[src/rtl/dma_block_writer.sv]
// dma_block_writer: moves device blocks into memory as one burst per block.
// The CPU issues a base address and block count. The engine requests the
// bus, walks the device offsets, writes each block as a single burst, and
// then pulses dma_end. Every output is decoded from the state register or
// held in a register, so no input reaches an output combinationally.
module dma_block_writer #(
  parameter int WORD_SIZE   = 16,
  parameter int BLOCK_WORDS = 4,
  parameter int MAX_BLOCKS  = 3,
  parameter int OFFSET_W    = 2,
  parameter int LEN_W       = 4
) (
  input  logic                            clk,
  input  logic                            reset_n,
  input  logic                            cmd_valid,
  input  logic [WORD_SIZE-1:0]            cmd_addr,
  input  logic [LEN_W-1:0]                cmd_length,
  input  logic                            bg,
  output logic                            br,
  output logic [OFFSET_W-1:0]             dev_offset,
  input  logic [WORD_SIZE*BLOCK_WORDS-1:0] dev_data,
  output logic                            mem_write,
  output logic [WORD_SIZE-1:0]            mem_addr,
  output logic [WORD_SIZE*BLOCK_WORDS-1:0] mem_data,
  input  logic                            mem_ack,
  output logic                            dma_end,
  output logic                            busy
);

  localparam int DATA_W = WORD_SIZE * BLOCK_WORDS;

  typedef enum logic [2:0] {
    S_IDLE,
    S_REQ,
    S_LOAD,
    S_CAPT,
    S_WRITE,
    S_NEXT,
    S_DONE
  } state_t;

  state_t               r_state;
  state_t               w_next_state;
  logic [WORD_SIZE-1:0] r_addr;
  logic [LEN_W-1:0]     r_len;
  logic [LEN_W-1:0]     r_blk;
  logic [WORD_SIZE-1:0] r_mem_addr;
  logic [DATA_W-1:0]    r_mem_data;

  logic [LEN_W-1:0]     w_len_clamped;
  logic [LEN_W-1:0]     w_blk_inc;
  logic [WORD_SIZE-1:0] w_burst_addr;

  // Requested length saturates at the device depth.
  assign w_len_clamped = (cmd_length > LEN_W'(MAX_BLOCKS)) ? LEN_W'(MAX_BLOCKS)
                                                           : cmd_length;
  assign w_blk_inc     = r_blk + LEN_W'(1);
  // Burst base address; wraps modulo 2^WORD_SIZE by construction.
  assign w_burst_addr  = r_addr + (WORD_SIZE'(r_blk) * WORD_SIZE'(BLOCK_WORDS));

  // State register.
  // NOTE: clocked blocks use non-blocking (<=) so every register samples
  // the pre-edge values of the others, independent of block ordering.
  always_ff @(posedge clk or negedge reset_n) begin
    if (!reset_n) begin
      r_state <= S_IDLE;
    end else begin
      r_state <= w_next_state;
    end
  end

  // Next-state decode.
  // NOTE: the default assignment first guarantees a value on every path,
  // so no latch is inferred when a case arm leaves the signal untouched.
  always_comb begin
    w_next_state = r_state;
    unique case (r_state)
      S_IDLE: begin
        if (cmd_valid) begin
          w_next_state = (w_len_clamped == '0) ? S_DONE : S_REQ;
        end
      end
      S_REQ: begin
        if (bg) begin
          w_next_state = S_LOAD;
        end
      end
      S_LOAD:  w_next_state = S_CAPT;
      S_CAPT:  w_next_state = S_WRITE;
      S_WRITE: begin
        // Bus grant is deliberately ignored: a started burst always completes.
        if (mem_ack) begin
          w_next_state = S_NEXT;
        end
      end
      S_NEXT: begin
        if (w_blk_inc == r_len) begin
          w_next_state = S_DONE;
        end else if (bg) begin
          w_next_state = S_LOAD;
        end else begin
          // CPU reclaimed the bus between blocks; ask for it again.
          w_next_state = S_REQ;
        end
      end
      S_DONE:  w_next_state = S_IDLE;
      default: w_next_state = S_IDLE;
    endcase
  end

  // Command latch, block counter and burst address/data registers.
  always_ff @(posedge clk or negedge reset_n) begin
    if (!reset_n) begin
      r_addr     <= '0;
      r_len      <= '0;
      r_blk      <= '0;
      r_mem_addr <= '0;
      r_mem_data <= '0;
    end else begin
      unique case (r_state)
        S_IDLE: begin
          if (cmd_valid) begin
            r_addr <= cmd_addr;
            r_len  <= w_len_clamped;
            r_blk  <= '0;
          end
        end
        S_CAPT: begin
          // Device data has had the whole LOAD cycle to settle.
          r_mem_data <= dev_data;
          r_mem_addr <= w_burst_addr;
        end
        S_NEXT: begin
          r_blk <= w_blk_inc;
        end
        default: begin
        end
      endcase
    end
  end

  // Moore outputs: bus is requested and held from REQ through NEXT.
  assign br         = (r_state == S_REQ)  || (r_state == S_LOAD) ||
                      (r_state == S_CAPT) || (r_state == S_WRITE) ||
                      (r_state == S_NEXT);
  // Offset is presented only while the device is being read; all ones
  // otherwise so the device tristates its data.
  assign dev_offset = ((r_state == S_LOAD) || (r_state == S_CAPT))
                      ? r_blk[OFFSET_W-1:0] : '1;
  assign mem_write  = (r_state == S_WRITE);
  assign mem_addr   = r_mem_addr;
  assign mem_data   = r_mem_data;
  assign dma_end    = (r_state == S_DONE);
  assign busy       = (r_state != S_IDLE);

endmodule

[config.mk]
export PLATFORM = sky130hd
export DESIGN_NAME = dma_block_writer
export DESIGN_NICKNAME = d
export VERILOG_FILES = /design/src/rtl/dma_block_writer.sv
export SDC_FILE = /design/constraint.sdc
export NUM_CORES = 1
export LEC_CHECK = 0
export CORE_ASPECT_RATIO = 2
export CORE_MARGIN = 5
export CORE_UTILIZATION = 33
export DETAILED_ROUTE_END_ITERATION = 8
export GPL_ROUTABILITY_DRIVEN = 1
export HOLD_SLACK_MARGIN = 0.1
export PLACE_DENSITY_LB_ADDON = 0.2
export SLEW_MARGIN = 20
export SYNTH_ARGS = -nofsm -noshare
export SYNTH_HDL_FRONTEND = slang
export SYNTH_SLANG_ARGS = --single-unit
[constraint.sdc]
create_clock -name clk -period 2.2 [get_ports clk]
set_input_delay 0.55 -clock clk [delete_from_list [all_inputs] [get_ports clk]]
set_output_delay 0.55 -clock clk [all_outputs]
set_load 0.005 [all_outputs]
# Word-level counts from Yosys, hierarchy flattened
# Cells that the tools add are included.
# W data, S select, Z words.
[word_totals]
register_bits = 107
input_bits = 89
output_inout_bits = 86
[classes]
n_addsub = 2
n_lt_le_gt_ge = 1
eq_ne = 10
muxes = 11
n_reduce_logical = 12
[op_table]
columns = ["op", "count"]
rows = [
  ["$pmux W3 S6", 1],
  ["$add A16 B6 Y16", 1],
  ["$mux W3", 5],
  ["$eq A3 B3 Y1 const B", 3],
  ["$mux W4", 2],
  ["$pmux W4 S2", 1],
  ["$eq A3 B2 Y1 const B", 2],
  ["$logic_or A1 B1 Y1", 5],
  ["$add A4 B1 Y4 const B", 1],
  ["$eq A4 B4 Y1", 1],
  ["$gt A4 B2 Y1 const B", 1],
  ["$logic_not A4 Y1", 1],
  ["$mux W2", 2],
  ["$ne A2 B2 Y1 const B", 2],
  ["$reduce_and A2 Y1", 2],
  ["$eq A3 B1 Y1 const B", 1],
  ["$logic_not A3 Y1", 1],
  ["$reduce_and A3 Y1", 1],
  ["$reduce_bool A3 Y1", 1],
  ["$ne A2 B1 Y1 const B", 1],
  ["$reduce_bool A2 Y1", 1],
]

# Depth between registers and ports, before layout
# Gate-level depths: netlist of the first run.
[depth]
ltp_word = 6
depth_mapped = 8

# Least setup slack after synthesis of the first run
# Ideal clock, no wire load.
[synth_timing]
path_kind = "reg-to-reg"
start = "reg r_blk[0]"
end = "reg r_mem_addr[14] (netlist: mem_addr[14])"
setup_ns = 0.124
arrival_time_ns = 1.648
required_ns = 2.076
path_slack_ns = 0.428
path_stages_with_launch = 9
synth_period_minus_slack_ns = 1.772
path_cell_list = "dfrtp_1 -> ha_1 -> inv_1 -> fa_1 -> nor2b_1 -> o21ai_1 -> a21oi_1 -> xnor2_1 -> o21ai_1"
[synth_between]
elab_chain_cells = 1
[synth_lines]
columns = ["element", "line_no", "source"]
rows = [
  ["from (decl)", "46", "logic [LEN_W-1:0] r_blk;"],
  ["from (signal assigned)", "134", "r_blk <= w_blk_inc;"],
  ["$add A16 B6 Y16", "59", "assign w_burst_addr = r_addr + (WORD_SIZE'(r_blk) * WORD_SIZE'(BLOCK_WORDS));"],
  ["to (signal assigned)", "131", "r_mem_addr <= w_burst_addr;"],
  ["to (decl)", "47", "logic [WORD_SIZE-1:0] r_mem_addr;"],
]
# No other way between the ends.
# A chain may end at the register's enable or synchronous reset.

# Final worst setup path of the first run
[layout_timing]
start = "reg r_state[1]"
end = "out dev_offset[0]"
[layout_between]
elab_chain_cells = 3
word_cells_on_any_way = 4
cone_classes = "eq/ne: 2; mux: 1; reduce/logical: 1"
[layout_lines]
columns = ["element", "line_no", "source"]
rows = [
  ["from (decl)", "42", "state_t r_state;"],
  ["from (signal assigned)", "68", "r_state <= w_next_state;"],
  ["$eq A3 B2 Y1", "148", "assign dev_offset = ((r_state == S_LOAD) || (r_state == S_CAPT))"],
  ["$logic_or A1 B1 Y1 *", "148", ""],
  ["$mux W2 *", "149", "? r_blk[OFFSET_W-1:0] : '1;"],
  ["to (decl)", "20", "output logic [OFFSET_W-1:0] dev_offset,"],
]
# Every way passes the cells marked *; elsewhere a longest branch is shown, timed or not.

==> results of run 1 <==
-- cell type report --
type	count	area share [%]
antenna	1	0.03620
inverter	9	0.5068
multi-input combinational	213	25.61
clock inverter	6	0.7783
timing repair buffer	188	27.40
tap	189	3.421
sequential	107	38.79
clock buffer	10	3.457
-- repair_timing --
action / in CTS / in global routing
gates resized for setup: 2 / 1
pin swaps: 0 / 0
setup buffers: 3 / 1
hold buffers: 0 / 0
setup endpoints to repair: 5 / 6
-- kinds of logic after synthesis --
group | after synthesis | synth area share [%]
xor gates and xnor gates | 18 | 3.426
muxes | 83 | 20.31
AOI/OAI and AO/OA | 45 | 6.063
DFF | 107 | 58.18
buffers and inverters | 27 | 3.507
and+or+nand+nor | 61 | 6.716
adders and majority gates | 6 | 1.794
-- per-stage QoR --
step	setup slack [ns]	TNS (ns)	instance area [sq um]	power, uW	hold WS (ns)
2_1_floorplan	0.4281	0	4602	5200	0.2544
3_3_place_gp	0.2063	0	6584	7495	0.4637
3_5_place_dp	0.1803	0	6584	7590	0.4702
4_1_cts	0.01353	0	6902	9257	0.3001
5_1_grt	-0.02435	-0.06268	6913	9739	0.3085
6_report	0.03749	0	6913	9076	0.2791
-- state kept, by name, indices dropped and copies added, names as in the netlist --
| signal | cells |
|---|---|
| mem_addr | 16 |
| mem_data | 64 |
| r_addr | 16 |
| r_blk | 4 |
| r_len | 4 |
| r_state | 3 |
-- Yosys cell counts, drive strengths merged (2+ instances only) --
library cell / number / area share (%)
buf: 17 / 2.7
nand3: 4 / 0.44
dfrtp: 107 / 58
a41oi: 2 / 0.38
xor2: 8 / 1.5
nor2: 13 / 1.1
xnor2: 10 / 1.9
a21o: 2 / 0.33
o21ai: 21 / 2.3
and3: 5 / 0.79
ha: 5 / 1.4
nor3: 5 / 0.65
nor4: 2 / 0.41
a211oi: 2 / 0.44
a21boi: 2 / 0.33
inv: 8 / 0.65
nor2b: 3 / 0.41
a31oi: 2 / 0.27
nand2: 21 / 1.7
and4: 2 / 0.38
mux2: 83 / 20
a21oi: 8 / 0.87
and2: 2 / 0.27
o22a: 3 / 0.57
-- worst min path at each step --
stage	to	slack (ns)	cells after the start
after CTS	mem_data[62]	0.30	2
after global routing	mem_data[62]	0.31	2
after global placement	r_addr[1]	0.46	1
after floorplan	mem_addr[0]	0.25	0
after detailed placement	mem_addr[0]	0.47	1
final	mem_data[62]	0.28	2
-- worst register-to-register path: stages, from the launching register on --
cell	delay (ns)
dfrtp_1	0.48
ha_1	0.24
inv_1	0.06
fa_1	0.39
nor2b_1	0.13
o21ai_1	0.14
a21oi_1	0.21
xnor2_1	0.15
o21ai_1	0.07
-- power by group through the flow --
stage	logic, uW	clock network [uW]	registers, uW
finish	3970	1600	3500
global route	4340	1740	3660
CTS	4070	1660	3530
detailed placement	4010	0	3580
global placement	3960	0	3530
floorplan	1690	0	3510
-- per-layer routing --
| layer | share of wire (%) | track usage [%] | vias up |
|---|---|---|---|
| met5 | 0 | 0 | - |
| met4 | 2.6 | 6.606 | 0 |
| met3 | 4.4 | 2.936 | 20 |
| met2 | 60 | 29.25 | 98 |
| met1 | 33 | 14.36 | 1616 |
| li1 | - | - | 1573 |
-- cell usage in the layout, fill, tap and decap left out, types with 3 or more instances in the layout --
cell	n
o22a_1	3
o21ai_1	18
mux2_1	82
ha_1	5
xor2_1	8
buf_4	11
nand2_1	20
inv_1	7
clkdlybuf4s50_1	173
buf_12	4
inv_6	3
nor2b_1	3
and3_1	4
a21oi_1	8
xnor2_1	10
o21ai_0	3
dfrtp_2	3
nor3_1	4
dfrtp_1	104
nand3_1	4
clkbuf_16	9
nor2_1	13
==> results.md, run 1 <==
* CP Launch Type: register
* Unrepaired setup endpoints after global routing: true
* Sequential power share at between 30% and 40%
* Routed Antenna Nets at 0
* Placed Cells at about 700
* Worst min-delay path class: in2async
* Post-route insts no fill at 723
* Leak pwr at about 0.0029 uW
* Achievable Freq at 462.4 MHz
* Post-Synthesis Cells at 347
* Clock skew at 0.009253 ns
* Share of layout cells above drive strength 1 at 8.068%
* FP Rows at 61
* Worst vdd ir at a little under 0.8 mV
* Fin crit share at ~98%
* Avg Cell Area, Syn at 13.26 sq um
* Worst-margin pin slew at 0.5624 ns
* Status: finished clean
* Port buffer count at ~170
* P_int at 6238 uW
* Num ports at 175
* Overall routing resource usage at 14.88%
* Top Family by Delay on Critical Path: buffers and inverters
* DR DRC count at 0
* Worst Path Arrival at ~1.6 ns
* Crit. End Element: output pin
* Crit path launch: r_state[1]
* CP endpoint: dev_offset[0]
* H-tree depth at 3
* Die footprint at between 15000 and 20000 sq um
* Root Buffer: clkbuf_16
* Final Util at 50.04%
* Mapped Area at approximately 4600 sq um
* Max_cap viols at 0
* Reg2reg start: r_blk[0]
* Num CTS Buffers at 9
* Synth Flop Type: dfrtp_1
* Die Wd at between 90 and 100 um
* Area growth from synthesis to layout at 50.22%
* Drt first-iter violations at 100
* Global-route wire length before repair at around 19 mm
* Dpl hpwl at 9.149 mm
* Pin count of the biggest net entering global routing at 108
* Clock Tree Buf Depth at 2
* Max-slew headroom at 62.51%
* Total gr overflow at 0
* Synth Net Count at 442
* Total Nets Final at 623
* Storage element area at 2681 sq um
* Final setup violation count at 0
* Psw at 2838 uW
* Number of synthesized flops with an enable pin at 0
* Wire per inst at 16.40 um
* Clock Latency Late Sink at 0.34 ns
* Comb power frac at a little over two fifths
* R2R cell count at 8
* Area of the multi-input gates at 1770 sq um
* Buf+Inv Stages, Crit Path at 1
* Initial antenna violation count at 1
* Synth warnings at 0
* Switching part of the total at between 30% and 40%
* Clock sinks at 107
* Core area at 13810 sq um
* Clock Pin Slew Worst Setup and Hold Paths at 0.08 ns
* Seq cells post-synth at about 110
* Final hold viol count at 0
* Final min period at 2.163 ns
* Vias per cell at 4.574
* Fill count at 1273
* Largest stage delay on the critical path at roughly 0.5 ns
* Via Count at 3307
* Sequential cell area fraction in the yosys report at 58.18%
* Vias in the first global route at about 3600
* Worst path cell trace: and2b_1 > nand2b_1 > clkdlybuf4s50_1
* R2R Setup Slk at roughly 0.21 ns
* CTS tree: done
* DRT Pass-1 Iters at 4
* Critical Path Stages at 3
* PD cells at 1313 nW/um^2
* Yosys cell types at 44
* Critical path class: reg2out
* Initial core utilization at 33.31%
* Max FO, Critical Path at 8
* Slowest CP cell: clkdlybuf4s50_1
* Critical Path RT at 1.65 ns
* Final Max Slew Viols at 0
* FFs w/ async S/R, synth at 100.0%
* DRT Wirelength at 11.86 mm
* Reg-to-Reg End: mem_addr[14]
* GPL Wtd Cong at 0.7697
* Clk pwr share at 17.6%
* Die Ht at 177.0 um
(Power assumes the default switching activity.)
==> run 2, diff against run 1 <==
--- a/config.mk
+++ b/config.mk
@@ -5,9 +5,11 @@
 export SDC_FILE = /design/constraint.sdc
 export NUM_CORES = 1
 export LEC_CHECK = 0
+export CAP_MARGIN = 20
 export CORE_ASPECT_RATIO = 2
 export CORE_MARGIN = 5
 export CORE_UTILIZATION = 33
+export CTS_BUF_LIST = sky130_fd_sc_hd__clkbuf_8
 export DETAILED_ROUTE_END_ITERATION = 8
 export GPL_ROUTABILITY_DRIVEN = 1
 export HOLD_SLACK_MARGIN = 0.1
==> run 2 against run 1 <==
Via count up 0.54%. Routed wire length increased by 1.2%. Clock power shrank 25%. Power is 3.9% lower. Worst hold slack worse by 0.060 ns. Count of clock-buffer cells in the layout did not move. Critical path type unchanged. Largest cell class unchanged.
==> results.md, run 2 (synthesized netlist as in run 1, its figures left out) <==
* Pre-CTS setup slack at 0.1803 ns (unchanged)
* Die footprint at 16550 sq um (unchanged)
* Clock Latency Late Sink at 0.37 ns (+0.03 ns)
* Sequential power share at 40.2% (+1.6 points)
* Overall routing resource usage at 15.03% (+0.15 points)
* Initial antenna violation count at 1 (unchanged)
* Clock skew at 0.01165 ns (+0.002398 ns)
* Final hold viol count at 0 (unchanged)
* Most common cell after layout, fill and taps aside: clkdlybuf4s50_1
* Num CTS Buffers at 9 (unchanged)
* CP Launch Type: register
* Clock Pin Slew Worst Setup and Hold Paths at 0.11 ns (+0.03 ns)
* Core area at 13810 sq um (unchanged)
* Vias per cell at 4.574 (about the same)
* CTS tree: done
* Share of layout cells above drive strength 1 at 9.125% (+1.1 points)
* Area growth from synthesis to layout at 48.99%
* Met3 Use GR at 3.064% (+0.13 points)
* Max-slew headroom at 60.27% (-2.2 points)
* Max FO, Critical Path at 5 (-3)
* DR DRC count at 0 (unchanged)
* Final WS setup at 0.1002 ns (+0.06271 ns)
* Final setup violation count at 0 (unchanged)
* Power Total at 8723 uW (-3.9%)
* GPL Wtd Cong at 0.7697 (unchanged)
* FP Rows at 61 (unchanged)
* Psw at 2820 uW (-0.66%)
* Via Count at 3325 (+0.54%)
* DRT Pass-1 Iters at 4 (unchanged)
* Global-route wire length before repair at 19.04 mm (+0.44%)
* Cts hold-fix bufs at 0 (unchanged)
* Comb power frac at 46.1% (+2.3 points)
* Dpl hpwl at 9.149 mm (unchanged)
* GRT Max-Usage Layer: met2
* Final Util at 49.63% (-0.41 points)
* Die Ht at 177.0 um (unchanged)
* Max_cap viols at 0 (unchanged)
* Critical path class: reg2out
* Most frequent cells in the layout: 168 x clkdlybuf4s50_1, 104 x dfrtp_1, 82 x mux2_1, 20 x nand2_1, 18 x o21ai_1
* Clock sinks at 107 (unchanged)
* H-tree depth at 3 (unchanged)
* Pin count of the biggest net entering global routing at 108 (unchanged)
* Port buffer count at 174 (unchanged)
* P_int at 5903 uW (-5.4%)
* Critical Path RT at 1.65 ns (about the same)
* Total Nets Final at 627 (+0.64%)
* Worst vdd ir at 0.8176 mV (+4.5%)
* Initial core utilization at 33.31% (unchanged)
* Worst path cell trace: nor3_4 > inv_1 > clkdlybuf4s50_1
* Achievable Freq at 476.2 MHz (+3.0%)
* Met2 usage at 29.40% (+0.15 points)
* Drt first-iter violations at 106 (+6.0%)
* Num ports at 175 (unchanged)
* Worst-margin pin slew at 0.5959 ns (+0.03349 ns)
* Total gr overflow at 0 (unchanged)
* Vias in the first global route at 3657 (+0.58%)
* Crit. End Element: output pin
* Root Buffer: clkbuf_8
* Largest register FFs at 64 (unchanged)
* Clk pwr share at 13.7% (-3.9 points)
* Fin Setup TNS at 0 ns (unchanged)
* Met1 usage at 14.47% (+0.11 points)
* Final Max Slew Viols at 0 (unchanged)
* Leak pwr at 0.002899 uW (+0.52%)
* Switching part of the total at 32.32% (+1.1 points)
* Routed Antenna Nets at 0 (unchanged)
* Clock Tree Buf Depth at 2 (unchanged)
* Slowest CP cell: dfrtp_2
* Worst min-delay path class: in2async
* Largest stage delay on the critical path at 0.47 ns (-0.04 ns)
* Fin crit share at 95.45% (-2.9 points)
* Wire per inst at 16.51 um (+0.67%)
* PD cells at 1272 nW/um^2 (-3.1%)
* Die Wd at 93.50 um (unchanged)
* Final min period at 2.100 ns (-0.06271 ns)
* Worst Path Arrival at 1.55 ns (-0.06 ns)
* Status: finished clean
* DRT Wirelength at 12.00 mm (+1.2%)
## run 2: power groups by stage
stage	clock [uW]	sequential (uW)	combinational (uW)
floorplan	0	3510	1690
global placement	0	3530	3960
detailed placement	0	3580	4010
CTS	1260	3520	4100
global route	1350	3650	4390
finish	1200	3510	4020
## run 2: path summary, 6_finish.rpt
path | startpoint | endpoint | slack (ns) | depth (start not counted)
setup / recovery | r_state[1] | busy | 0.10 | 3
hold / removal | reset_n | mem_data[36] | 0.22 | 2
setup reg to reg | r_blk[0] | mem_addr[14] | 0.20 | 8
hold reg to reg | r_addr[1] | r_addr[1] | 0.49 | 1
max in group asynchronous | reset_n | r_len[2] | 1.49 | 2
min in group clk | r_addr[1] | r_addr[1] | 0.49 | 1
## run 2: worst max-delay path: cells and delay by family, from the launching register on
| family | cells | cell delay (ns) |
|---|---|---|
| DFF | 1 | 0.47 |
| buffers and inverters | 2 | 0.51 |
| and+or+nand+nor | 1 | 0.21 |
## run 2: area by class of cell
class,count,area [sq um]
inverters,9,35.03
diodes,1,2.502
clock inverters,6,53.80
clock buffers,10,137.6
multi-input cells,213,1780
well taps,189,236.5
flip-flops and latches,107,2681
fillers,1277,6958
repair buffers,192,1929
## run 2: timing repair
item,in CTS,in global routing
pin swaps,0,1
buffers inserted,6,2
gates resized for setup,7,4
endpoints found under the setup margin,6,4
## run 2: per-layer routing
metal	wire length, um	vias up
met1	3992	1633
li1	-	1580
met4	303	0
met5	0	-
met3	511	18
met2	7196	94
## run 2: stage by stage
step / instances / hold slack (ns) / area, sq um
after floorplan: 347 / 0.2544 / 4602
after global placement: 702 / 0.4637 / 6584
after detailed placement: 702 / 0.4702 / 6584
after CTS: 724 / 0.2455 / 6825
after global routing: 727 / 0.2468 / 6857
final: 727 / 0.2187 / 6857
